File: config.mk
export PLATFORM = sky130hd
export DESIGN_NAME = led_rom_sequencer
export DESIGN_NICKNAME = d
export VERILOG_FILES = /design/src/rtl/led_rom_sequencer.sv
export SDC_FILE = /design/constraint.sdc
export NUM_CORES = 1
export LEC_CHECK = 0
export CAP_MARGIN = 10
export CORE_MARGIN = 2
export CORE_UTILIZATION = 49
export CTS_CLUSTER_SIZE = 12
export DETAILED_ROUTE_END_ITERATION = 6
export PLACE_DENSITY = 0.73
export SLEW_MARGIN = 20
export SYNTH_ARGS = -nofsm -noshare
export SYNTH_HDL_FRONTEND = slang
export SYNTH_SLANG_ARGS = --single-unit
File: constraint.sdc
create_clock -name i_clk -period 6.05 [get_ports i_clk]
set_input_delay 1.21 -clock i_clk [delete_from_list [all_inputs] [get_ports i_clk]]
set_output_delay 1.21 -clock i_clk [all_outputs]
set_load 0.05 [all_outputs]
File: src/rtl/led_rom_sequencer.sv
// Pattern ROM sequencer: fetches 16-bit words, shows the pattern byte on the LEDs
// for the encoded number of prescaled ticks, and handles END, NOP, looping and stop.
module led_rom_sequencer #(
    parameter int TICK_DIV = 50000,
    parameter int ADDR_W   = 8
) (
    input  logic              i_clk,
    input  logic              i_rst,
    input  logic              i_start,
    input  logic              i_stop,
    input  logic              i_loop_en,
    output logic [ADDR_W-1:0] o_rom_addr,
    input  logic [15:0]       i_rom_data,
    output logic [7:0]        o_leds,
    output logic              o_busy,
    output logic              o_done
);

    localparam int PS_W = (TICK_DIV > 1) ? $clog2(TICK_DIV) : 1;
    localparam logic [PS_W-1:0] PS_MAX = PS_W'(TICK_DIV - 1);

    typedef enum logic [1:0] {
        S_IDLE  = 2'd0,
        S_FETCH = 2'd1,
        S_HOLD  = 2'd2,
        S_DONE  = 2'd3
    } state_t;

    state_t            r_state;
    logic [ADDR_W-1:0] r_pc;
    logic [7:0]        r_leds;
    logic              r_busy;
    logic              r_done;
    logic [PS_W-1:0]   r_presc;
    logic [7:0]        r_count;

    logic              w_is_end;
    logic              w_is_nop;
    logic              w_tick;
    logic [7:0]        w_dur;

    assign w_is_end = (i_rom_data == 16'h0000);
    assign w_is_nop = (i_rom_data == 16'hFFFF);
    assign w_tick   = (r_presc == PS_MAX);
    // A zero duration still shows the pattern for one tick.
    assign w_dur    = (i_rom_data[7:0] == 8'd0) ? 8'd1 : i_rom_data[7:0];

    // Sequencer state machine; stop behaves exactly like reset.
    always_ff @(posedge i_clk) begin
        if (i_rst || i_stop) begin
            r_state <= S_IDLE;
            r_pc    <= '0;
            r_leds  <= 8'd0;
            r_busy  <= 1'b0;
            r_done  <= 1'b0;
            r_presc <= '0;
            r_count <= 8'd0;
        end else begin
            case (r_state)
                S_IDLE: begin
                    if (i_start) begin
                        r_pc    <= '0;
                        r_busy  <= 1'b1;
                        r_state <= S_FETCH;
                    end else begin
                        r_state <= S_IDLE;
                    end
                end
                S_FETCH: begin
                    if (w_is_end) begin
                        if (i_loop_en) begin
                            r_pc <= '0;
                        end else begin
                            r_busy  <= 1'b0;
                            r_done  <= 1'b1;
                            r_state <= S_DONE;
                        end
                    end else if (w_is_nop) begin
                        r_pc <= r_pc + ADDR_W'(1);
                    end else begin
                        r_leds  <= i_rom_data[15:8];
                        r_count <= w_dur;
                        r_presc <= '0;
                        r_state <= S_HOLD;
                    end
                end
                S_HOLD: begin
                    if (w_tick) begin
                        r_presc <= '0;
                        if (r_count > 8'd1) begin
                            r_count <= r_count - 8'd1;
                        end else begin
                            r_count <= 8'd0;
                            r_pc    <= r_pc + ADDR_W'(1);
                            r_state <= S_FETCH;
                        end
                    end else begin
                        r_presc <= r_presc + PS_W'(1);
                    end
                end
                S_DONE: begin
                    if (i_start) begin
                        r_pc    <= '0;
                        r_done  <= 1'b0;
                        r_busy  <= 1'b1;
                        r_state <= S_FETCH;
                    end else begin
                        r_state <= S_DONE;
                    end
                end
                default: begin
                    r_state <= S_IDLE;
                    r_pc    <= '0;
                    r_leds  <= 8'd0;
                    r_busy  <= 1'b0;
                    r_done  <= 1'b0;
                    r_presc <= '0;
                    r_count <= 8'd0;
                end
            endcase
        end
    end

    assign o_rom_addr = r_pc;
    assign o_leds     = r_leds;
    assign o_busy     = r_busy;
    assign o_done     = r_done;

endmodule

### Yosys cells after proc, flatten, opt, wreduce, memory -nomap -nowiden

Cells that the tools add are included.

| cells by class | value |
|---|---|
| equal/unequal tests | 17 |
| reduce and logical (&&, ||, !) cells | 15 |
| bitwise gates (word level) | 2 |
| magnitude comparators | 1 |
| multiplexer cells | 33 |
| shifts and indexed selects | 0 |
| div/mod/pow operators | 0 |
| multipliers | 0 |
| $add $sub $neg | 3 |

Operator list:

| kind | count |
|---|---|
| $mux W8 | 11 |
| $mux W16 | 3 |
| $eq A16 B16 Y1 const B | 2 |
| $pmux W16 S2 | 1 |
| $pmux W8 S3 | 1 |
| $add A16 B1 Y16 const B | 1 |
| $logic_not A16 Y1 | 1 |
| $pmux W8 S2 | 1 |
| $reduce_and A4 Y1 | 4 |
| $ne A2 B2 Y1 const B | 7 |
| $mux W2 | 6 |
| $ne A3 B3 Y1 const B | 4 |
| $add A8 B1 Y8 const B | 1 |
| $gt A8 B1 Y1 const B | 1 |
| $logic_not A8 Y1 | 1 |
| $pmux W2 S4 | 1 |
| $sub A8 B1 Y8 const B | 1 |
| $mux W1 | 7 |
| $reduce_and A3 Y1 | 2 |
| $reduce_bool A2 Y1 | 3 |
| $reduce_and A5 Y1 | 1 |
| $eq A2 B2 Y1 const B | 2 |
| $pmux W1 S2 | 2 |
| $eq A2 B1 Y1 const B | 1 |
| other kinds (5) | 6 |

| storage, ports and cells | value |
|---|---|
| memories | 0 |
| input port bits | 21 |
| memory bits (writable) | 0 |
| word-level logic and storage cells | 78 |
| latch bits | 0 |
| output and inout bits | 18 |
| register bits after elaboration | 44 |
| bits in read-only memories | 0 |

### Longest topological paths before layout

| logic depth | value |
|---|---|
| depth after elaboration | 5 |
| depth in mapped cells | 9 |
| depth with buffers taken out | 7 |

### Worst setup path after synthesis

OpenSTA, ideal clock, no wires.

| timing path | value |
|---|---|
| kind | input to register |
| start | input i_rom_data[6] |
| end | register r_presc[6] |
| required time | 5.976 ns |
| arrival | 2.855 ns |
| buffers on the path | 3 |
| stages | 8 |
| setup slack | 3.121 ns |
| cell sequence | nand4_1 or4_1 clkbuf_1 a31oi_1 buf_2 buf_4 nand2_1 a31oi_1 |

| on the way | value |
|---|---|
| cells in the longest elaborated chain, start to end | 3 |
| elaborated cells on any way between the ends | 5 |
| those cells by class | 3 x eq/ne; 2 x reduce/logical |

RTL lines:

| element | RTL line | source |
|---|---|---|
| start: declaration | 13 | `input logic [15:0] i_rom_data,` |
| $eq A16 B16 Y1 or $logic_not A16 Y1 (tied branches) | 43, 42 |  |
| $ne A2 B2 Y1 (no line) | -- |  |
| $reduce_and A3 Y1 (no line) * | -- |  |
| end signal: assignment | 98 | `r_presc <= r_presc + PS_W'(1);` |
| end: declaration | 34 | `logic [PS_W-1:0] r_presc;` |

Mark *: on every way between the ends. The rest lies on a longest branch, timed or not.
A chain may end at the register's enable or synchronous reset.

### Worst setup path after layout

| timing path | value |
|---|---|
| start | input i_rom_data[5] |
| end | register r_count[2] |

| on the way | value |
|---|---|
| cells in the longest elaborated chain, start to end | 5 |
| elaborated cells on any way between the ends | 10 |
| those cells by class | 3 x eq/ne; 4 x mux; 3 x reduce/logical |

RTL lines:

| element | RTL line | source |
|---|---|---|
| $logic_not A8 Y1 | 46 | `assign w_dur = (i_rom_data[7:0] == 8'd0) ? 8'd1 : i_rom_data[7:0];` |
| $mux W8 | 46 |  |
| $mux W8 | 78 | `end else if (w_is_nop) begin` |
| $mux W8 | 70 | `if (w_is_end) begin` |
| $pmux W8 S2 | 59 | `case (r_state)` |
| end signal: assignment | 82 | `r_count <= w_dur;` |
| end signal: assignment | 91 | `r_count <= r_count - 8'd1;` |
| end: declaration | 35 | `logic [7:0] r_count;` |

Several ways; a longest one is shown, not always the timed one. The select of a mux whose other input is x is not followed.

==> summary.md <==
| Metric | Value |
|---|---|
| Status | complete, no violations |
| Drc violations | 0 |
| Sequential area share after synthesis | 34.0% |
| Final Hold Viols | 0 |
| Remaining global-route overflow | 0 |
| Pin count of the biggest net entering global routing | 27 |
| Unique masters post-synth | 52 |
| Slew headroom | 47.0% |
| Syn_area_per_cell | 8.37 um2 |
| Core Area | 0.00511 mm2 |
| Post-CTS sizing | 0 |
| Share of layout cells above drive strength 1 | 8.16% |
| Top FF cell, synth | dfxtp_1 |
| Via density | 6.17 |
| Main area contributors after synthesis | dfxtp_1, a21oi_1, ha_1, o31ai_1, nor3_1 |
| Number of antenna diodes | 0 |
| Flop pwr share | 47.2% |
| Setup Viol. Count Final | 0 |
| Worst VDD drop | 0.126 mV |
| Ys Warns | 0 |
| Fin crit share | 63.2% |
| Fmax | 0.262 GHz |
| Die X-Extent | 76.7 um |
| Startpoint Class | input pin |
| Worst-Skew Late Latency | 290 ps |
| GRT Resource Usage Total | 22.8% |
| Layout area overhead | 21.4% |
| Die footprint | 0.00588 mm2 |
| Die H | 76.7 um |
| Switching share of power | 24.4% |
| Largest area contributor in the synthesized netlist | dfxtp_1 |
| Setup TNS | 0 ps |
| Synth async-reset ratio | 0% |
| Initial drt markers | 185 |
| RSZ-0062 raised after global routing | false |
| Post-synth EDFFs | 0 |
| Lkg Pwr | 0.958 nW |
| Max clock buf depth | 2 |
| Crit path DAT | 3990 ps |
| Total iterations of the first detailed-routing run | 4 |
| Total CTS buffers | 5 |
| # Max-Cap Violations | 0 |
| Root Buffer | clkbuf_8 |
| Setup crit end kind | flip-flop |
| Net count, final | 372 |
| Initial Utilization | 50.7% |
| Hold buffer count at CTS | 0 |
| Mapped cell area | 0.00259 mm2 |
| Pwr Density | 200 mW/mm2 |
| First-pass GRT wire length | 11100 um |
| H-tree depth | 2 |
| Tmin final | 3820 ps |
| Row count | 26 |
| Final WL | 6610 um |
| DR vias | 2550 |
| Part of the power in combinational logic | 13.9% |
| Sw power | 0.153 mW |
| Initial antenna violation count | 0 |
| Syn nets | 339 |
| CTS tree | done |
| Ports | 39 |
| Slew Limit Fails | 0 |
| Worst-path clk slew | 90 ps |
| Wire per inst | 16.0 um |
| Int Power | 0.474 mW |
| CP required | 6220 ps |
| Vias in the first global route | 2410 |
| Final GP Congestion | 0.917 |
| Fraction of post-synthesis cell area in the top cell type by area | 34.0% |
| Setup bufs post-CTS | 0 |
| #FFs+latches synth | 44 |
| Clock sink count | 44 |
| Least-Margin Pin Slew | 794 ps |
| Gate Count Post-Synth | 309 |
| Antenna viol nets, final | 0 |
| Critical path fanouts, max | 11 |
| HP Class | reg -> reg |
| Kind of critical path | in -> reg |
| Clk pwr share | 38.9% |
| Hold_ws | 490 ps |
| Fillers | 464 |
| Hpwl dp | 4610 um |
| Clk_skew | 7.44 ps |
| Port bufs | 38 |
synthesized netlist by cell type (9+ instances only):
library cell	instances
dfxtp_1	44
a21oi_1	25
nor2_1	24
nand2_1	19
nor3_1	19
inv_1	16
o31ai_1	13
or4_1	11
o21ai_0	10
clkbuf_1	9
ha_1	9
critical path, stage by stage:
cell	delay, ps
clkdlybuf4s50_1	490
nor4_1	640
nand4_1	530
a21oi_2	550
or2_1	430
o32ai_2	140
cell families (layout without fill, tap and decap cells):
kind of cell	count (synthesis)	after routing	synth area share, %
AND/OR/NAND/NOR	121	121	25.6
AO/OA/AOI/OAI	95	95	27.5
flip-flops	44	44	34.0
buffers and inverters	31	65	5.08
adder cells (fa/ha/maj)	9	9	4.35
multiplexers	8	8	3.09
XOR/XNOR	1	1	0.339
state kept, by name, summed over array words and instances (netlist names):
| signal | cells |
|---|---|
| r_presc | 16 |
| r_state | 2 |
| o_rom_addr | 8 |
| o_leds | 8 |
| r_count | 8 |
| o_done | 1 |
| o_busy | 1 |
metal layers:
| metal | track usage (%) | wire length, um | vias up |
|---|---|---|---|
| met5 | 0 | 0 | - |
| met4 | 8.00 | 103 | 0 |
| met3 | 5.29 | 508 | 9 |
| met2 | 36.3 | 3020 | 93 |
| met1 | 30.2 | 2980 | 1187 |
| li1 | - | - | 1261 |
cell usage in the layout, fill, tap and decap left out, types with 3 or more instances in the layout:
master / synthesis / layout
a31oi_1: 6 / 6
o31ai_1: 13 / 13
o21ai_0: 10 / 10
nand3_1: 8 / 8
inv_1: 16 / 16
nor2_1: 24 / 24
dfxtp_1: 44 / 44
nand4_1: 8 / 8
a21oi_1: 25 / 25
or3_1: 5 / 5
o32ai_2: 3 / 3
buf_4: 1 / 3
ha_1: 9 / 9
or2_2: 4 / 4
clkbuf_8: 0 / 7
or4_1: 11 / 11
a211o_1: 6 / 6
nand2_1: 19 / 19
nor4_1: 8 / 8
o311ai_0: 3 / 3
nor3b_1: 3 / 3
a32o_1: 6 / 6
clkdlybuf4s50_1: 0 / 38
mux2i_1: 8 / 8
and4_1: 3 / 3
nor3_1: 19 / 19
path summary, 6_finish.rpt:
check | depth (start not counted) | startpoint | slack (ps) | end
setup / recovery | 6 | i_rom_data[5] | 2230 | r_count[2]$_SDFFE_PP0P_
hold / removal | 2 | r_presc[15]$_SDFFE_PP0P_ | 490 | r_presc[15]$_SDFFE_PP0P_
setup reg to reg | 6 | r_presc[0]$_SDFFE_PP0P_ | 3440 | r_presc[9]$_SDFFE_PP0P_
hold reg to reg | 2 | r_presc[15]$_SDFFE_PP0P_ | 490 | r_presc[15]$_SDFFE_PP0P_
through the flow:
stage	total power, mW	setup WS [ps]	instance area [um2]	instances	util [%]
final	0.628	2230	3140	413	61.5
after global routing	0.653	2070	3140	413	61.5
after CTS	0.631	2320	3140	413	61.5
after detailed placement	0.389	2000	3010	405	59.0
after global placement	0.388	2010	3010	405	59.0
after floorplan	0.357	3120	2590	309	-
area by class of cell:
| class | count | area, um2 | share of cell area, % |
|---|---|---|---|
| well taps | 70 | 87.6 | 2.79 |
| flip-flops and latches | 44 | 881 | 28.0 |
| clock inverters | 1 | 30.0 | 0.956 |
| clock buffers | 7 | 96.3 | 3.07 |
| multi-input cells | 234 | 1580 | 50.4 |
| repair buffers | 41 | 403 | 12.8 |
| inverters | 16 | 60.1 | 1.91 |
power groups by stage:
stage / sequential, mW / clock [mW] / combinational (mW)
global route: 0.297 / 0.261 / 0.0946
global placement: 0.303 / 0 / 0.0850
finish: 0.296 / 0.244 / 0.0873
detailed placement: 0.303 / 0 / 0.0856
floorplan: 0.307 / 0 / 0.0502
CTS: 0.296 / 0.249 / 0.0861
No activity file was read; power rests on OpenSTA's default activity.
